--- config.mk ---
export PLATFORM = sky130hd
export DESIGN_NAME = time_set_ctrl
export DESIGN_NICKNAME = d
export VERILOG_FILES = /design/src/rtl/time_set_ctrl.sv
export SDC_FILE = /design/constraint.sdc
export NUM_CORES = 1
export LEC_CHECK = 0
export CORE_AREA = 5 5 97 90
export CTS_CLUSTER_DIAMETER = 50
export CTS_CLUSTER_SIZE = 20
export DETAILED_ROUTE_END_ITERATION = 10
export DIE_AREA = 0 0 102 95
export HOLD_SLACK_MARGIN = 0.12
export PLACE_DENSITY_LB_ADDON = 0.3
export SYNTH_ARGS = -nofsm -noshare
export SYNTH_HDL_FRONTEND = slang
export SYNTH_SLANG_ARGS = --single-unit
--- constraint.sdc ---
create_clock -name clk -period 1.9 [get_ports clk]
set_input_delay 0.285 -clock clk [delete_from_list [all_inputs] [get_ports clk]]
set_output_delay 0.285 -clock clk [all_outputs]
set_load 0.01 [all_outputs]
--- src/rtl/time_set_ctrl.sv ---
// Button synchroniser/debouncer and edit-mode FSM driving the hour/minute/second counters.
// Define AUTO_REPEAT_EN to build held-button auto-repeat on UP/DOWN; without it each press gives one pulse.
module time_set_ctrl #(
    parameter int DB_CYCLES     = 500000,
    parameter int REPEAT_DELAY  = 25000000,
    parameter int REPEAT_PERIOD = 5000000,
    parameter int TIMEOUT_S     = 30
) (
    input  logic       clk,
    input  logic       rst_n,
    input  logic       tick_1hz,
    input  logic       btn_mode,
    input  logic       btn_up,
    input  logic       btn_down,
    output logic       sec_inc_auto,
    output logic       sec_inc_manual,
    output logic       sec_dec_manual,
    output logic       min_inc_manual,
    output logic       min_dec_manual,
    output logic       hour_inc_manual,
    output logic       hour_dec_manual,
    output logic [1:0] edit_sel,
    output logic       blink
);
    localparam int DB_W = (DB_CYCLES > 1) ? $clog2(DB_CYCLES) : 1;
    localparam int TO_W = (TIMEOUT_S > 1) ? $clog2(TIMEOUT_S) : 1;

    typedef enum logic [1:0] {
        RUN      = 2'b00,
        SET_HOUR = 2'b01,
        SET_MIN  = 2'b10,
        SET_SEC  = 2'b11
    } state_t;

    state_t               state, state_next;
    logic [2:0]           raw, sync_a, sync_b, level, level_d;
    logic [2:0][DB_W-1:0] db_cnt;
    logic [TO_W-1:0]      to_cnt, to_next;
    logic                 mode_press, up_press, dn_press, any_press;
    logic                 up_lvl, dn_lvl, editing, fire_up, fire_dn;
    logic                 inc_pulse, dec_pulse;

    assign raw = {btn_down, btn_up, btn_mode};

    always_ff @(posedge clk or negedge rst_n) begin
        if (!rst_n) begin
            sync_a <= '0;
            sync_b <= '0;
        end else begin
            sync_a <= raw;
            sync_b <= sync_a;
        end
    end

    // Level flips only after DB_CYCLES consecutive disagreeing samples; any agreement restarts the count.
    always_ff @(posedge clk or negedge rst_n) begin
        if (!rst_n) begin
            level   <= '0;
            level_d <= '0;
            db_cnt  <= '0;
        end else begin
            level_d <= level;
            for (int i = 0; i < 3; i++) begin
                if (sync_b[i] == level[i]) begin
                    db_cnt[i] <= '0;
                end else if (db_cnt[i] == DB_W'(DB_CYCLES - 1)) begin
                    level[i]  <= sync_b[i];
                    db_cnt[i] <= '0;
                end else begin
                    db_cnt[i] <= db_cnt[i] + DB_W'(1);
                end
            end
        end
    end

    assign mode_press = level[0] & ~level_d[0];
    assign up_press   = level[1] & ~level_d[1];
    assign dn_press   = level[2] & ~level_d[2];
    assign any_press  = mode_press | up_press | dn_press;
    assign up_lvl     = level[1];
    assign dn_lvl     = level[2];
    assign editing    = (state != RUN);

    // A press of one direction while the other is held produces nothing.
    assign fire_up = editing & ~mode_press & up_press & ~dn_lvl;
    assign fire_dn = editing & ~mode_press & dn_press & ~up_lvl;

    always_ff @(posedge clk or negedge rst_n) begin
        if (!rst_n) state <= RUN;
        else        state <= state_next;
    end

    always_comb begin
        state_next = state;
        to_next    = to_cnt;
        if (mode_press) begin
            case (state)
                RUN:      state_next = SET_HOUR;
                SET_HOUR: state_next = SET_MIN;
                SET_MIN:  state_next = SET_SEC;
                default:  state_next = RUN;
            endcase
        end
        if (state == RUN || any_press) begin
            to_next = '0;
        end else if (tick_1hz) begin
            if (to_cnt >= TO_W'(TIMEOUT_S - 1)) begin
                state_next = RUN;
                to_next    = '0;
            end else begin
                to_next = to_cnt + TO_W'(1);
            end
        end
    end

`ifdef AUTO_REPEAT_EN
    localparam int RP_MAX = (REPEAT_DELAY > REPEAT_PERIOD) ? REPEAT_DELAY : REPEAT_PERIOD;
    localparam int RP_W   = (RP_MAX > 1) ? $clog2(RP_MAX) : 1;

    logic            rep_active, rep_dir, rep_first, hold_ok, rep_fire;
    logic [RP_W-1:0] rep_cnt;

    // Repeat survives only while the originating button alone stays held in an unchanged edit state.
    always_comb begin
        hold_ok  = rep_active & editing & (state_next == state) & ~(up_lvl & dn_lvl)
                 & (rep_dir ? up_lvl : dn_lvl);
        rep_fire = 1'b0;
        if (hold_ok) begin
            if (rep_first) rep_fire = (rep_cnt == RP_W'(REPEAT_DELAY - 1));
            else           rep_fire = (rep_cnt == RP_W'(REPEAT_PERIOD - 1));
        end
    end

    always_ff @(posedge clk or negedge rst_n) begin
        if (!rst_n) begin
            rep_active <= 1'b0;
            rep_dir    <= 1'b0;
            rep_first  <= 1'b0;
            rep_cnt    <= '0;
        end else if (fire_up | fire_dn) begin
            rep_active <= 1'b1;
            rep_dir    <= fire_up;
            rep_first  <= 1'b1;
            rep_cnt    <= '0;
        end else if (!hold_ok) begin
            rep_active <= 1'b0;
            rep_cnt    <= '0;
        end else if (rep_fire) begin
            rep_first  <= 1'b0;
            rep_cnt    <= '0;
        end else begin
            rep_cnt    <= rep_cnt + RP_W'(1);
        end
    end

    assign inc_pulse = fire_up | (rep_fire & rep_dir);
    assign dec_pulse = fire_dn | (rep_fire & ~rep_dir);
`else
    // Repeat timing has no effect in this build.
    if (REPEAT_DELAY < 0 || REPEAT_PERIOD < 0) begin : g_unused_repeat_params
    end

    assign inc_pulse = fire_up;
    assign dec_pulse = fire_dn;
`endif

    always_ff @(posedge clk or negedge rst_n) begin
        if (!rst_n) begin
            sec_inc_auto    <= 1'b0;
            sec_inc_manual  <= 1'b0;
            sec_dec_manual  <= 1'b0;
            min_inc_manual  <= 1'b0;
            min_dec_manual  <= 1'b0;
            hour_inc_manual <= 1'b0;
            hour_dec_manual <= 1'b0;
            blink           <= 1'b0;
            to_cnt          <= '0;
        end else begin
            sec_inc_auto    <= tick_1hz & (state == RUN);
            sec_inc_manual  <= inc_pulse & (state == SET_SEC);
            sec_dec_manual  <= dec_pulse & (state == SET_SEC);
            min_inc_manual  <= inc_pulse & (state == SET_MIN);
            min_dec_manual  <= dec_pulse & (state == SET_MIN);
            hour_inc_manual <= inc_pulse & (state == SET_HOUR);
            hour_dec_manual <= dec_pulse & (state == SET_HOUR);
            // Blink restarts dark whenever a field is newly selected.
            if (state_next == RUN || state_next != state) blink <= 1'b0;
            else if (tick_1hz)                            blink <= ~blink;
            to_cnt <= to_next;
        end
    end

    assign edit_sel = state;
endmodule
==> impl_summary.md, run 1 <==
Timing
The smallest hold slack is 0.354 ns. Derived from the worst setup path, the maximum achievable clock frequency is 500 MHz. The pin slew with the least headroom to its limit is 0.431 ns. The setup total negative slack is -2.20 ns. The final clock skew is 0.0174 ns. The max-slew violation total from the final report was 0. The worst setup slack after layout is -0.0997 ns. The final-report setup violation count is 39. The final period demand of the worst path is 2.00 ns. The final hold violation count is 0. Setup repair after global routing could not meet its margin everywhere. The worst relative slew slack is 71.0%. Of the available clock period, the critical path in the final layout requires 105%.

Min path
Along the worst hold path, the cell count comes to 0. The endpoint of the worst hold-timing path is sync_b[0]. The classification of the worst-slack hold path is flop to flop. The startpoint identified for the worst hold timing path is sync_a[0].

GRT
The wire length of the first global-routing pass is 13.1 mm. The via count of the first global-routing pass is 2945. The initial antenna violation count came to 0. Entering global routing, the biggest net connects 56 pins. In the global route stage, overall resource usage came out at 17.1%. The residual overflow from global routing is 0.

Detailed routing
In the routed design, unresolved DRC markers number 0. The remaining antenna violation count after routing is 0. The final wirelength is 7.56 mm. The initial DRC count is 89. The routed layout has 3063 vias. The first-pass iteration count of the detailed router is 7.

Dividing the detail-routed wire length by the instance count gives 13.6 microns. The number of vias per cell after detailed routing is 5.50.

Floorplanning
The row count is 31. In this run the standard cell core region covers 7720 sq um. The starting density of the core is 51.8%. The width of the die is 102 microns. The die covers 9690 sq um.

The vertical die dimension is 95 microns. During I/O placement, the number of pins put on the boundary was 16.

Finish
The layout net count is 469. Once layout is done, the placed cells without fillers occupy 4860 sq um. The share of final-layout standard cells stronger than drive strength 1 is 16.6%. Excluding fillers, the count of instances in the completed layout stands at 557. The final antenna diode count is 0.

Compared with the post-synthesis result, the final layout area differs by 21.6%.

Clock network
Buffers inserted during clock tree synthesis total 9. The clock net in this run drives a total of 84 sinks. The H-tree depth reported by CTS is 3.

The tree is rooted in a clkbuf_8. The post-CTS clock slew at the launch and capture registers of the worst setup and hold paths is 0.08 ns. The worst-case clock buffer depth is 2. The insertion delay to the later sink of the worst-skew pair is 0.35 ns.

TritonCTS built the clock tree.

Synth
The async set-reset flop share out of synthesis is 100%. When the netlist entered floorplanning its net count stood at 409. The synthesized design contains 0 enable-type register cells.

The cell type contributing the most total cell area after synthesis is dfrtp_1. Ranked by instance count, the synthesized netlist is headed by dfrtp_1 (84), nor2_1 (60), xnor2_1 (28). The cell area after technology mapping is 4000 sq um.

The most common cell in the synthesized netlist is dfrtp_1. The total number of yosys warnings is 0. In this run the mean area of a mapped cell was 10.1 sq um. Sorting the synthesized cells by area gives the leading types as dfrtp_1 (53%), xnor2_1 (6.1%), nor2_1 (5.6%). The predominant post-synthesis flop cell is dfrtp_1.

The number of different library cells used by synthesis comes to 39. The post-synthesis sequential area ratio is 52.6%. After synthesis the netlist holds a flip-flop and latch count of 84. In the synthesized netlist, the number of instances is 394. Of the post-synthesis cell area, the dominant cell type holds 52.6%.

Place
The final weighted congestion in routability-driven placement is 0.844. Once placement finished, the instance area stood at 4560 sq um. Once placement completed, the tool counted placed cells totaling 538.

The sum of net half-perimeters after detailed placement is 5.35 mm. The number of buffers inserted by port buffering is 15.

Worst setup path
The worst register-to-register path begins at db_cnt[30]. The data arrival time of the critical path is 2.22 ns. The depth of the most critical reg-to-reg path is 4.

The end of the worst register-to-register path is level[1]. The type of element capturing the critical path is a flop. The startpoint type of the worst setup path is a flop.

The top fanout value on the critical path is 2. The internal reg-to-reg setup slack is -0.1 ns. STA puts the critical path data required time at 2.13 ns. The setup path with the least slack is of type flop to flop.

Run status
The run finished, with violations left. The final reports fail on setup timing.

Job
Across the run, the number of max-cap violations was 0.

Power
The leakage component of the power is 2.02 nW. IR analysis of the VDD net gives a maximum drop of 0.000406 V. The power density normalized to cell area is 849 nW/um^2.
sequential cells by signal (all words and copies together) (netlist names):
name / count
to_cnt: 5
sec_inc_manual: 1
level_d: 3
sec_dec_manual: 1
min_inc_manual: 1
sync_b: 3
sync_a: 3
hour_inc_manual: 1
edit_sel: 2
blink: 1
hour_dec_manual: 1
level: 3
min_dec_manual: 1
db_cnt: 57
sec_inc_auto: 1
through the flow:
step / utilization, % / setup slack [ns] / total power, mW
finish: 63.0 / -0.0997 / 4.13
global placement: 59.1 / -0.0770 / 2.63
global route: 63.0 / -0.136 / 4.33
floorplan: - / -0.0997 / 2.40
detailed placement: 59.1 / -0.124 / 2.67
CTS: 62.6 / -0.107 / 4.18
worst max-delay path by stage:
stage	start	endpoint	slack [ns]
floorplan	db_cnt[11]	level[0]	-0.1
global placement	db_cnt[9]	level[0]	-0.08
detailed placement	db_cnt[33]	level[1]	-0.12
CTS	db_cnt[30]	level[1]	-0.11
global route	db_cnt[30]	level[1]	-0.14
finish	db_cnt[30]	level[1]	-0.1
final cells by class:
cell class / count / area (sq um)
Tap cell: 99 / 124
Multi-Input combinational cell: 288 / 1840
Sequential cell: 84 / 2100
Fill cell: 615 / 2860
Inverter: 13 / 48.8
Timing Repair Buffer: 58 / 510
Clock buffer: 9 / 124
Clock inverter: 6 / 114
metal layers:
metal | vias to the layer above | share of wire [%] | global-route usage [%]
li1 | 1510 | - | -
met1 | 1492 | 46 | 21.8
met2 | 53 | 50 | 28.9
met3 | 8 | 3.1 | 2.44
met4 | 0 | 1.2 | 7.32
met5 | - | 0 | 0
what timing repair did:
item / 4_1_cts / 5_1_grt
hold buffers: 1 / 0
setup endpoints to repair: 39 / 41
cloned: 0 / 0
hold endpoints to repair: 29 / 0
buffers inserted: 2 / 1
pin swaps: 2 / 1
gates resized for setup: 3 / 5
where the power goes:
| group | internal (mW) | switching, mW |
|---|---|---|
| sequential | 1.89 | 0.126 |
| clock | 0.868 | 0.625 |
| combinational | 0.292 | 0.321 |
| total | 3.05 | 1.07 |
logic make-up (layout without fill, tap and decap cells):
kind of cell / after synthesis / in the layout / synth area share (%)
buf+inv: 22 / 86 / 2.50
simple gates: 192 / 192 / 25.4
mux: 4 / 4 / 1.10
xor+xnor: 43 / 43 / 9.42
flops: 84 / 84 / 52.6
compound gates: 40 / 40 / 6.23
fa+ha+maj: 9 / 9 / 2.82
layout by cell type (no fill, tap or decap), types with 9 or more instances in the layout:
master,instances
a21oi_1,19
nand3_1,21
nor2_1,57
nor4_1,12
xor2_1,15
nor3_1,10
nand2_1,22
xnor2_1,28
clkbuf_8,9
inv_1,13
nand4_1,18
clkdlybuf4s50_1,14
dfrtp_1,84
buf_4,40
worst max-delay path, stage by stage, from the launching register on:
cell and delay, ns:
dfrtp_1 0.38, or4_1 0.52, or4_4 0.57, nor2_4 0.11, mux2_4 0.30
(Power assumes the default switching activity.)
==> run 2, diff against run 1 <==
--- a/config.mk
+++ b/config.mk
@@ -5,6 +5,7 @@
 export SDC_FILE = /design/constraint.sdc
 export NUM_CORES = 1
 export LEC_CHECK = 0
+export ABC_CLOCK_PERIOD_IN_PS = 1900
 export CORE_AREA = 5 5 97 90
 export CTS_CLUSTER_DIAMETER = 50
 export CTS_CLUSTER_SIZE = 20
==> results of run 2 <==
No change in the layout: final DEF, timing and power equal those of run 1.
==> run 3, diff against run 2 <==
--- a/config.mk
+++ b/config.mk
@@ -13,6 +13,7 @@
 export DIE_AREA = 0 0 102 95
 export HOLD_SLACK_MARGIN = 0.12
 export PLACE_DENSITY_LB_ADDON = 0.3
+export SLEW_MARGIN = 20
 export SYNTH_ARGS = -nofsm -noshare
 export SYNTH_HDL_FRONTEND = slang
 export SYNTH_SLANG_ARGS = --single-unit
==> results of run 3 <==
No change in the layout: final DEF, timing and power equal those of run 1.
